[src/rtl/uart_tx_arbiter.sv]
// uart_tx_arbiter: round-robin sharing of one UART transmitter among N_REQ
// byte producers. One byte is accepted per grant, held on tx_data/tx_start
// until the transmitter reports tx_done, then the owner gets a done pulse.
// A saturating watchdog aborts a frame whose tx_done never arrives.
module uart_tx_arbiter #(
  parameter int N_REQ   = 4,
  parameter int TIMEOUT = 200000
) (
  input  logic                     clk,
  input  logic                     rst,
  input  logic [N_REQ-1:0]         req,
  input  logic [8*N_REQ-1:0]       req_data,
  output logic [N_REQ-1:0]         gnt,
  output logic [N_REQ-1:0]         done,
  output logic                     err,
  output logic [$clog2(N_REQ)-1:0] grant_id,
  output logic                     busy,
  output logic [7:0]               tx_data,
  output logic                     tx_start,
  input  logic                     tx_done
);

  localparam int IDW = $clog2(N_REQ);
  localparam int WDW = $clog2(TIMEOUT + 1);
  localparam logic [WDW-1:0] WD_LAST = WDW'(TIMEOUT - 1);

  localparam logic [1:0] S_IDLE = 2'd0;
  localparam logic [1:0] S_WAIT = 2'd1;
  localparam logic [1:0] S_GAP  = 2'd2;

  logic [1:0]     state;
  logic [IDW-1:0] ptr;
  logic [WDW-1:0] wd;

  logic [7:0]     bytes [N_REQ];
  logic [IDW-1:0] cand;
  logic [IDW-1:0] winner;
  logic           win_valid;
  logic [7:0]     win_data;

  for (genvar i = 0; i < N_REQ; i++) begin : g_bytes
    assign bytes[i] = req_data[8*i +: 8];
  end

  assign busy = (state != S_IDLE);

  // Round-robin search starting one past the last owner, wrapping through it.
  always_comb begin
    cand      = '0;
    winner    = ptr;
    win_valid = 1'b0;
    for (int k = 1; k <= N_REQ; k++) begin
      cand = IDW'((int'(ptr) + k) % N_REQ);
      if (!win_valid && req[cand]) begin
        win_valid = 1'b1;
        winner    = cand;
      end
    end
    win_data = bytes[winner];
  end

  // Sequencer: grant in IDLE, hold the frame in WAIT, force one idle cycle in GAP.
  always_ff @(posedge clk or negedge rst) begin
    if (!rst) begin
      state    <= S_IDLE;
      ptr      <= IDW'(N_REQ - 1);
      wd       <= '0;
      gnt      <= '0;
      done     <= '0;
      err      <= 1'b0;
      grant_id <= '0;
      tx_data  <= '0;
      tx_start <= 1'b0;
    end else begin
      gnt  <= '0;
      done <= '0;
      err  <= 1'b0;
      case (state)
        S_IDLE: begin
          if (win_valid) begin
            gnt      <= N_REQ'(1) << winner;
            tx_data  <= win_data;
            tx_start <= 1'b1;
            grant_id <= winner;
            ptr      <= winner;
            wd       <= '0;
            state    <= S_WAIT;
          end
        end
        S_WAIT: begin
          // Completion takes priority over a timeout landing in the same cycle.
          if (tx_done) begin
            tx_start <= 1'b0;
            done     <= N_REQ'(1) << grant_id;
            state    <= S_GAP;
          end else if (wd == WD_LAST) begin
            tx_start <= 1'b0;
            err      <= 1'b1;
            state    <= S_GAP;
          end else if (wd != '1) begin
            wd <= wd + 1'b1;
          end
        end
        S_GAP: begin
          state <= S_IDLE;
        end
        default: begin
          state    <= S_IDLE;
          tx_start <= 1'b0;
        end
      endcase
    end
  end

endmodule

[config.mk]
export PLATFORM = sky130hd
export DESIGN_NAME = uart_tx_arbiter
export DESIGN_NICKNAME = d
export VERILOG_FILES = /design/src/rtl/uart_tx_arbiter.sv
export SDC_FILE = /design/constraint.sdc
export NUM_CORES = 1
export LEC_CHECK = 0
export ABC_AREA = 1
export CELL_PAD_IN_SITES_DETAIL_PLACEMENT = 2
export CELL_PAD_IN_SITES_GLOBAL_PLACEMENT = 2
export CORE_MARGIN = 5
export CORE_UTILIZATION = 28
export CTS_BUF_LIST = sky130_fd_sc_hd__clkbuf_8 sky130_fd_sc_hd__clkbuf_16
export DETAILED_ROUTE_END_ITERATION = 16
export PLACE_DENSITY_LB_ADDON = 0.05
export SETUP_SLACK_MARGIN = 0.3
export SYNTH_ARGS = -nofsm -noshare
export SYNTH_HDL_FRONTEND = slang
export SYNTH_SLANG_ARGS = --single-unit
[constraint.sdc]
create_clock -name clk -period 2.1 [get_ports clk]
set_input_delay 0.525 -clock clk [delete_from_list [all_inputs] [get_ports clk]]
set_output_delay 0.525 -clock clk [all_outputs]
set_load 0.02 [all_outputs]
==> metrics.cfg, run 1 <==
[run_status]
status = complete, no violations

[placed_design]
place_hpwl_um = 7219
gp_congestion = 0.8164
dp_slack_ps = -250.0
port_buffers = 59

[power]
power_w = 0.006718
power_density_nw_per_um2 = 1572
max-vdd-ir-drop_mv = 0.8898
cellLeakagePower_nw = 2.034

[sta]
drv_slew = 0
rsz0062_at_grt = true
finalHoldViolations = 0
finalSetupViolations = 0
tns_ps = 0
slew_headroom_pct = 63.31
fin_skew_ps = 8.221
fmax_ghz = 0.5116
tightest_slew_ps = 550.3
finalCritPeriodShare_pct = 93.08
finalWorstPathRequiredPeriod_ps = 1955
fin_ws_ps = 145.3

[routing]
wire_per_inst_um = 17.08
dr.pass1.iters = 4
viasPerCell = 4.738
first_iter_violations = 62
finalWirelength_um = 10490
num_vias = 2909
drcViolationCount = 0
ant_nets = 0

[synth]
syn-cell-area_um2 = 2706
seq_area_frac_synth_pct = 38.93
ys.warnings.count = 0
syn_area_per_cell_um2 = 7.029
syn_inst = 385
mappedNetlistNets = 425
ys_types = 27
ys_ff_latch = 42

[clock_network]
clk_pin_slew_ps = 90
cts_made_buffers = 5
htree_levels = 2
cts_tree = yes
clockBufferDepth = 2
clock_latency_ps = 300
clkSinkCount = 42
cts-root-buf = clkbuf_8

[worst_setup_path]
cpPeakStageDelay_ps = 520
worstPathRequired_ps = 2290
critPathMaxFanout = 6
worstPathCellList = clkdlybuf4s50_1 > nand2_1 > nand2_2 > nand2_2 > nand2_4 > inv_8 > nand3_4 > nand2_8 > buf_6 > nand2_2 > nand3_2 > nand3_2 > nand2_1
arrival_ps = 2150
crit_slowest_cell = clkdlybuf4s50_1
crit_path_frequent_cell = nand2_2
critPathCaptureType = flop
cp-start-kind = input pin
crit_type = input pin to flop

[layout]
antenna-diode-count = 0
syn_to_final_growth_pct = 57.88
drive_gt1_share_pct = 32.37
fin_nets = 524

[floorplanning]
ios = 60
die_y_um = 108.3
die_area_um2 = 11730
die_w_um = 108.3
core_um2 = 9328
rows = 35
initial_core_util_pct = 29.01

[grt]
grt_pass1_wl_um = 16620
grt_pass1_vias = 3270
grt_overflow = 0
grt_max_degree = 43
antenna_found_initial = 0
grt_usage_pct = 17.83

[run]
drv_cap = 0

[hold_path]
hold_class = input pin to asynchronous set/reset pin

cells in the mapped netlist, drive strengths merged:
library cell	count	share of area, %
ha	1	0.46
nor3	12	2.2
dfstp	2	1.9
dfrtp	40	37
nor2	44	6.5
buf	5	2.1
or2	1	0.23
nor4	1	0.23
nand3	44	9.2
nand2	146	22
o21ai	14	3.7
nand4	10	2.3
xor2	11	3.6
inv	41	5.9
clkbuf	4	0.55
xnor2	4	1.3
a21oi	3	0.55
nand3b	2	0.55
layout by cell type (no fill, tap or decap), types with 11 or more instances in the layout:
cell type         n
dlygate4sd2_1    13
xor2_1           11
nor2_1           37
dfrtp_1          40
inv_1            35
nor3_1           12
buf_6            13
nand2_1          91
nand3_1          20
clkdlybuf4s50_1  41
nand3_2          20
nand2_4          12
nand2_2          42
buf_4            22
worst paths after layout:
check / slack (ps) / depth (start not counted) / from / to
min: 290 / 2 / rst / wd[12]$_DFFE_PN0P_
min in group clk: 490 / 2 / tx_data[5]$_DFFE_PN0P_ / tx_data[5]$_DFFE_PN0P_
max: 150 / 13 / req[2] / tx_data[7]$_DFFE_PN0P_
max in group asynchronous: 1420 / 2 / rst / wd[5]$_DFFE_PN0P_
min reg2reg: 490 / 2 / tx_data[5]$_DFFE_PN0P_ / tx_data[5]$_DFFE_PN0P_
max reg2reg: 150 / 13 / ptr[0]$_DFFE_PN1P_ / tx_data[7]$_DFFE_PN0P_
per-stage QoR:
| step | cells | hold slack, ps | area, µm² | util (%) |
|---|---|---|---|---|
| 2_1_floorplan | 385 | 229.4 | 2706 | - |
| 3_3_place_gp | 582 | 473.2 | 3530 | 37.84 |
| 3_5_place_dp | 582 | 480.8 | 3530 | 37.84 |
| 4_1_cts | 611 | 312.0 | 3935 | 42.19 |
| 5_1_grt | 614 | 340.5 | 4273 | 45.81 |
| 6_report | 614 | 290.1 | 4273 | 45.81 |
kinds of logic (layout without fill, tap and decap cells):
group / count (synthesis) / count (layout) / share of synthesized area (%)
compound gates: 17 / 17 / 4.253
xor+xnor: 15 / 15 / 4.854
fa+ha+maj: 1 / 1 / 0.4622
buf+inv: 50 / 146 / 8.506
flops: 42 / 42 / 38.93
simple gates: 260 / 264 / 43.00
state kept, by name, summed over array words and instances, names as in the netlist, 2 cells and up:
| name | count |
|---|---|
| wd | 18 |
| tx_data | 8 |
| done | 4 |
| gnt | 4 |
| grant_id | 2 |
| ptr | 2 |
| state | 2 |
power breakdown:
| part | internal, W | leakage, nW | switching (W) |
|---|---|---|---|
| logic | 0.00190 | 1.42 | 0.00297 |
| registers | 0.00103 | 0.553 | 0.000156 |
| clock network | 0.000351 | 0.0579 | 0.000306 |
routing by layer:
metal / track usage (%) / share of wire (%) / vias up
li1: - / - / 1413
met1: 20.46 / 40 / 1440
met2: 34.55 / 56 / 42
met3: 2.687 / 2.2 / 14
met4: 3.877 / 1.7 / 0
met5: 0 / 0 / -
worst max-delay path: cells and delay by family:
family,cells,cell delay [ps]
and+or+nand+nor,10,890
buffers and inverters,3,720
layout make-up:
| type | count | area (µm²) |
|---|---|---|
| fillers | 1080 | 5055 |
| multi-input cells | 297 | 1837 |
| flip-flops and latches | 42 | 1054 |
| repair buffers | 96 | 928.4 |
| inverters | 41 | 176.4 |
| well taps | 129 | 161.4 |
| clock buffers | 5 | 68.82 |
| clock inverters | 3 | 40.04 |
| repair inverters | 1 | 7.507 |
what timing repair did:
item	CTS	global route
pin swaps	14	42
setup buffers	17	1
gates resized for setup	58	82
hold buffers	0	0
endpoints found under the setup margin	49	39
gates cloned	4	2
No activity file was read; power rests on OpenSTA's default activity.
==> inputs of run 2 (changes only) <==
- PLACE_DENSITY_LB_ADDON: 0.05 -> 0.1
==> run 2 against run 1 <==
Against the previous run:
- the run now ends with negative setup slack left
- setup slack lost 170 ps
- global-route usage grew 1.8 points
- cell area grew 5.8%
- combinational power grew 18%
- maximum frequency shrank 8.0%
- non-clock buffer count grew 4
- sequential power is essentially flat
- count of clock-buffer cells in the layout is the same
- clock power grew 20%
- sequential share of layout area shrank 1.3 points
- utilization grew 2.6 points
- highest routed layer unchanged
==> metrics.cfg, run 2 (synthesis results as in run 1) <==
[run_status]
status = finished with violations
violations = negative setup slack

[floorplanning]
die_y_um = 108.3  ; unchanged
core_um2 = 9328  ; unchanged
ios = 60  ; unchanged
die_w_um = 108.3  ; unchanged
rows = 35  ; unchanged
initial_core_util_pct = 29.01  ; unchanged
die_area_um2 = 11730  ; unchanged

[sta]
finalHoldViolations = 0  ; unchanged
finalWorstPathRequiredPeriod_ps = 2124  ; +169.2 ps
finalSetupViolations = 1  ; +1
slew_headroom_pct = 56.92  ; -6.4 points
rsz0062_at_grt = true
tightest_slew_ps = 646.1  ; +95.86 ps
fmax_ghz = 0.4708  ; -8.0%
fin_skew_ps = 9.404  ; +1.183 ps
fin_ws_ps = -23.90  ; -169.2 ps
finalCritPeriodShare_pct = 101.1  ; +8.1 points
drv_slew = 0  ; unchanged

[hold_path]
hold_class = input pin to asynchronous set/reset pin

[worst_setup_path]
cpPeakStageDelay_ps = 630  ; +110 ps
ff2ff_path_depth = 14  ; +1
r2r-start = ptr[0]$_DFFE_PN1P_
cp-start-kind = flop
crit_slowest_cell = dfstp_2
arrival_ps = 2310  ; +160 ps
worstPathCellList = buf_12 > inv_8 > nand2_4 > nand2_8 > nand2_4 > nand2_8 > nor2_4 > nand2_2 > nand2_2 > nand2_4 > nand2_4 > nand2_1 > nand3_1 > nand2_1
crit_type = flop to flop
crit_path_frequent_cell = nand2_4
timing.rr.end = tx_data[3]$_DFFE_PN0P_
worstPathRequired_ps = 2290  ; about the same
r2r_slack_ps = -20  ; -170 ps
critPathMaxFanout = 8  ; +2
critPathCaptureType = flop

[grt]
grt_usage_pct = 19.61  ; +1.8 points
grt_pass1_wl_um = 17980  ; +8.2%
grt_max_degree = 25  ; -42%
antenna_found_initial = 0  ; unchanged
grt_overflow = 0  ; unchanged
grt_pass1_vias = 3425  ; +4.7%

[routing]
first_iter_violations = 86  ; +39%
finalWirelength_um = 12800  ; +22%
dr.pass1.iters = 4  ; unchanged
ant_nets = 0  ; unchanged
num_vias = 3063  ; +5.3%
wire_per_inst_um = 20.62  ; +21%
viasPerCell = 4.932  ; +4.1%
drcViolationCount = 0  ; unchanged

[placed_design]
place_hpwl_um = 7240  ; +0.29%
gp_congestion = 0.8326  ; +2.0%
dp_cells = 583  ; +0.17%
place_area_um2 = 3550  ; +0.57%
port_buffers = 59  ; unchanged

[run]
drv_cap = 0  ; unchanged

[power]
power_density_nw_per_um2 = 1715  ; +9.1%
max-vdd-ir-drop_mv = 1.115  ; +25%
cellLeakagePower_nw = 2.226  ; +9.5%

[clock_network]
cts_made_buffers = 5  ; unchanged
clock_latency_ps = 300  ; about the same
holdBufCountCts = 0  ; unchanged
clk_pin_slew_ps = 100  ; about the same
clockBufferDepth = 2  ; unchanged
cts-root-buf = clkbuf_8
htree_levels = 2  ; unchanged
cts_tree = yes
clkSinkCount = 42  ; unchanged

[layout]
layout_common_cells = nand2_1, dfrtp_1, nor2_1, inv_1, clkdlybuf4s50_1
fin_area_um2 = 4519  ; +5.8%
multi_input_area_um2 = 1999  ; +8.9%
n_fill_cell = 1032  ; -4.4%
syn_to_final_growth_pct = 66.99
final_util_pct = 48.45  ; +2.6 points
regMostFlops = wd
seq_area_um2 = 1054  ; unchanged
final_common_cell = nand2_1
top_regs = wd (18), tx_data (8)
drive_gt1_share_pct = 31.50  ; -0.87 points
fin_nets = 531  ; +1.3%
largest_reg_flops = 18  ; unchanged
stdcell_count = 621  ; +1.1%
antenna-diode-count = 0  ; unchanged

==> run 2: cell types whose count changed in the layout (fill, tap and decap cells not counted), sizes merged <==
cell and delta:
buf +5, clkinvlp -1, clkdlybuf4s50 -7, dlygate4sd2 +1, clkbuf -1, nand3 +2, dlymetal6s2s +6, nand2 +2
inv -1, bufinv +1
==> run 2: per-stage QoR <==
step / hold slack (ps) / total power, W / setup TNS [ps] / setup slack, ps
final: 240.4 / 0.007752 / -23.90 / -23.90
after global routing: 269.3 / 0.008201 / -459.7 / -120.3
after CTS: 246.0 / 0.006683 / 0 / 204.6
after detailed placement: 476.9 / 0.004487 / -5214 / -227.6
after global placement: 465.2 / 0.004382 / -2871 / -134.6
after floorplan: 229.4 / 0.003283 / 0 / 375.5
==> run 2: power breakdown <==
part           switching [W]  total, W  internal [W]  leakage, nW
registers           0.000170   0.00120       0.00103        0.553
logic                0.00367   0.00576       0.00209         1.61
clock network       0.000313  0.000790      0.000477       0.0683
==> run 2: repair_timing <==
action | 4_1_cts | 5_1_grt
cloned | 6 | 2
buffers inserted | 16 | 6
resized for setup | 111 | 49
endpoints found under the setup margin | 48 | 44
pin swaps | 23 | 16
==> run 2: area by class of cell <==
cell class              instances  share of cell area [%]
inverters                      41                   4.014
flip-flops and latches         42                   23.31
well taps                     129                   3.571
repair buffers                100                   21.82
clock inverters                 3                   1.523
clock buffers                   5                   1.523
multi-input cells             301                   44.24
==> run 2: worst max-delay path by stage <==
stage	startpoint	endpoint	slack, ps
2_1_floorplan	wd[0]$_DFFE_PN0P_	wd[12]$_DFFE_PN0P_	380
4_1_cts	ptr[0]$_DFFE_PN1P_	tx_data[0]$_DFFE_PN0P_	200
3_3_place_gp	req[2]	tx_data[0]$_DFFE_PN0P_	-130
3_5_place_dp	req[2]	tx_data[4]$_DFFE_PN0P_	-230
5_1_grt	ptr[0]$_DFFE_PN1P_	tx_data[3]$_DFFE_PN0P_	-120
6_report	ptr[0]$_DFFE_PN1P_	tx_data[3]$_DFFE_PN0P_	-20
==> run 2: critical path: cells and delay by family (launching register included) <==
family | cells | cell delay [ps]
simple gates | 12 | 1180
buf+inv | 2 | 180
flops | 1 | 630
==> run 2: layer usage <==
layer | GRT usage, % | wire [µm] | vias to the layer above
met5 | 0 | 0 | -
met3 | 3.582 | 427 | 32
met1 | 22.43 | 4636 | 1527
li1 | - | - | 1439
met2 | 37.21 | 7308 | 65
met4 | 5.140 | 430 | 0
==> inputs of run 3 (changes only) <==
- CAP_MARGIN: not set -> 20
- CORE_MARGIN: 5 -> not set
==> run 3 against run 2 <==
Against the previous run:
- the run still ends with negative setup slack left
- critical path depth is 1 lower
- cell area grew 4.1%
- sequential cell count unchanged
- combinational power rose by 11%
- setup slack lost 35 ps
- critical endpoint is now tx_data[0]$_DFFE_PN0P_
==> metrics.cfg, run 3 (synthesis results as in run 1) <==
[floorplanning]
die_w_um = 100.3  ; -7.4%
ios = 60  ; unchanged
die_area_um2 = 10060  ; -14%
initial_core_util_pct = 29.15  ; +0.14 points
core_um2 = 9284  ; -0.47%
rows = 35  ; unchanged
die_y_um = 100.3  ; -7.4%

[worst_setup_path]
crit_slowest_cell = dfstp_2
critPathMaxFanout = 6  ; -2
ff2ff_path_depth = 13  ; -1
crit_type = flop to flop
arrival_ps = 2360  ; +50 ps
cp-start-kind = flop
worstPathRequired_ps = 2300  ; about the same
r2r_slack_ps = -60  ; -40 ps
cpPeakStageDelay_ps = 640  ; about the same
crit_path_frequent_cell = nand2_8
critPathCaptureType = flop
r2r-start = ptr[0]$_DFFE_PN1P_
timing.rr.end = tx_data[0]$_DFFE_PN0P_
worstPathCellList = buf_6 > buf_6 > nand2_4 > nand3_4 > nand2_8 > nand2_8 > nand2_8 > nand2_8 > nand2_8 > nand2_4 > nand3_1 > nand3_2 > nand2_1

[run_status]
violations = negative setup slack
status = finished with violations

[clock_network]
holdBufCountCts = 0  ; unchanged
clock_latency_ps = 320  ; +20 ps
clk_pin_slew_ps = 110  ; about the same
clockBufferDepth = 2  ; unchanged
htree_levels = 2  ; unchanged
clkSinkCount = 42  ; unchanged
cts_tree = yes
cts-root-buf = clkbuf_8
cts_made_buffers = 5  ; unchanged

[sta]
fmax_ghz = 0.4632  ; -1.6%
finalSetupViolations = 7  ; +6
fin_skew_ps = 21.02  ; +11.61 ps
finalCritPeriodShare_pct = 102.8  ; +1.7 points
finalWorstPathRequiredPeriod_ps = 2159  ; +35.08 ps
drv_slew = 0  ; unchanged
tns_ps = -276.6  ; -252.7 ps
hold_ws_ps = 235.1  ; -5.310 ps
slew_headroom_pct = 53.26  ; -3.7 points
tightest_slew_ps = 701.1  ; +54.97 ps
finalHoldViolations = 0  ; unchanged
fin_ws_ps = -58.97  ; -35.08 ps
rsz0062_at_grt = true

[grt]
grt_pass1_wl_um = 17770  ; -1.2%
grt_usage_pct = 22.87  ; +3.3 points
grt_max_degree = 29  ; +16%
antenna_found_initial = 0  ; unchanged
grt_overflow = 0  ; unchanged
grt_pass1_vias = 3450  ; +0.73%

[power]
max-vdd-ir-drop_mv = 1.173  ; +5.2%
cellLeakagePower_nw = 2.249  ; +1.0%
power_density_nw_per_um2 = 1742  ; +1.6%

[routing]
first_iter_violations = 106  ; +23%
drcViolationCount = 0  ; unchanged
ant_nets = 0  ; unchanged
viasPerCell = 5.104  ; +3.5%
finalWirelength_um = 13620  ; +6.4%
dr.pass1.iters = 4  ; unchanged
num_vias = 3180  ; +3.8%
wire_per_inst_um = 21.86  ; +6.0%

[placed_design]
place_area_um2 = 3552  ; about the same
gp_congestion = 0.7787  ; -6.5%
port_buffers = 59  ; unchanged
dp_cells = 585  ; +0.34%
place_hpwl_um = 6757  ; -6.7%

[layout]
syn_to_final_growth_pct = 73.83
regMostFlops = wd
n_fill_cell = 992  ; -3.9%
top_regs = wd (18), tx_data (8)
final_common_cell = nand2_1
fin_area_um2 = 4705  ; +4.1%
stdcell_count = 623  ; +0.32%
layout_common_cells = nand2_1, dfrtp_1, clkdlybuf4s50_1
largest_reg_flops = 18  ; unchanged
drive_gt1_share_pct = 36.64  ; +5.1 points
fin_nets = 533  ; +0.38%
antenna-diode-count = 0  ; unchanged

[hold_path]
hold_class = input pin to asynchronous set/reset pin

[run]
drv_cap = 0  ; unchanged

-- run 3: cell types whose count changed in the layout (fill, tap and decap cells not counted), sizes merged --
cell | previous run | this run
buf | 43 | 44
clkdlybuf4s50 | 34 | 36
inv | 40 | 43
dlymetal6s2s | 9 | 4
bufinv | 2 | 0
dlygate4sd2 | 14 | 17
-- run 3: through the flow --
step	utilization (%)	setup slack [ps]	power, W
after detailed placement	38.26	-238.1	0.004487
after floorplan	-	375.5	0.003283
final	50.67	-58.97	0.008197
after global routing	50.67	-130.8	0.008568
after global placement	38.26	-136.7	0.004400
after CTS	45.32	214.5	0.006535
-- run 3: repair_timing --
| action | CTS | global route |
|---|---|---|
| pin swaps | 19 | 36 |
| gates cloned | 8 | 1 |
| endpoints found under the setup margin | 49 | 40 |
| buffers inserted | 8 | 13 |
| resized for setup | 123 | 90 |
-- run 3: layout make-up --
class / count / area, µm² / area share (%)
clock inverter: 3 / 26.28 / 0.5585
sequential: 42 / 1054 / 22.39
timing repair buffer: 101 / 997.2 / 21.20
tap: 129 / 161.4 / 3.431
multi-input combinational: 301 / 2202 / 46.81
timing repair inverter: 1 / 5.005 / 0.1064
inverter: 41 / 190.2 / 4.043
clock buffer: 5 / 68.82 / 1.463
-- run 3: layer usage --
metal  track usage (%)  wire, µm  vias to the layer above
met5                 0         0                        -
met4             7.915       516                        0
met2             44.94      7430                       86
met1             24.88      5276                     1618
li1                  -         -                     1439
met3             2.925       395                       37
-- run 3: report_power, final --
group,switching [W],internal [W]
sequential,0.000183,0.00103
combinational,0.00405,0.00233
clock,0.000350,0.000248
-- run 3: worst max path at each step --
stage               cells past startpoint                      to                from
CTS                                    13  tx_data[5]$_DFFE_PN0P_  ptr[0]$_DFFE_PN1P_
global placement                       12        gnt[1]$_DFF_PN0_              req[2]
floorplan                              11      wd[12]$_DFFE_PN0P_   wd[0]$_DFFE_PN0P_
finish                                 13  tx_data[0]$_DFFE_PN0P_  ptr[0]$_DFFE_PN1P_
detailed placement                     13  tx_data[5]$_DFFE_PN0P_              req[2]
global route                           14  tx_data[5]$_DFFE_PN0P_  ptr[0]$_DFFE_PN1P_
-- run 3: critical path, delay by kind of cell (launching register included) --
| family | cells | cell delay [ps] |
|---|---|---|
| buf+inv | 2 | 240 |
| flops | 1 | 640 |
| simple gates | 11 | 1140 |
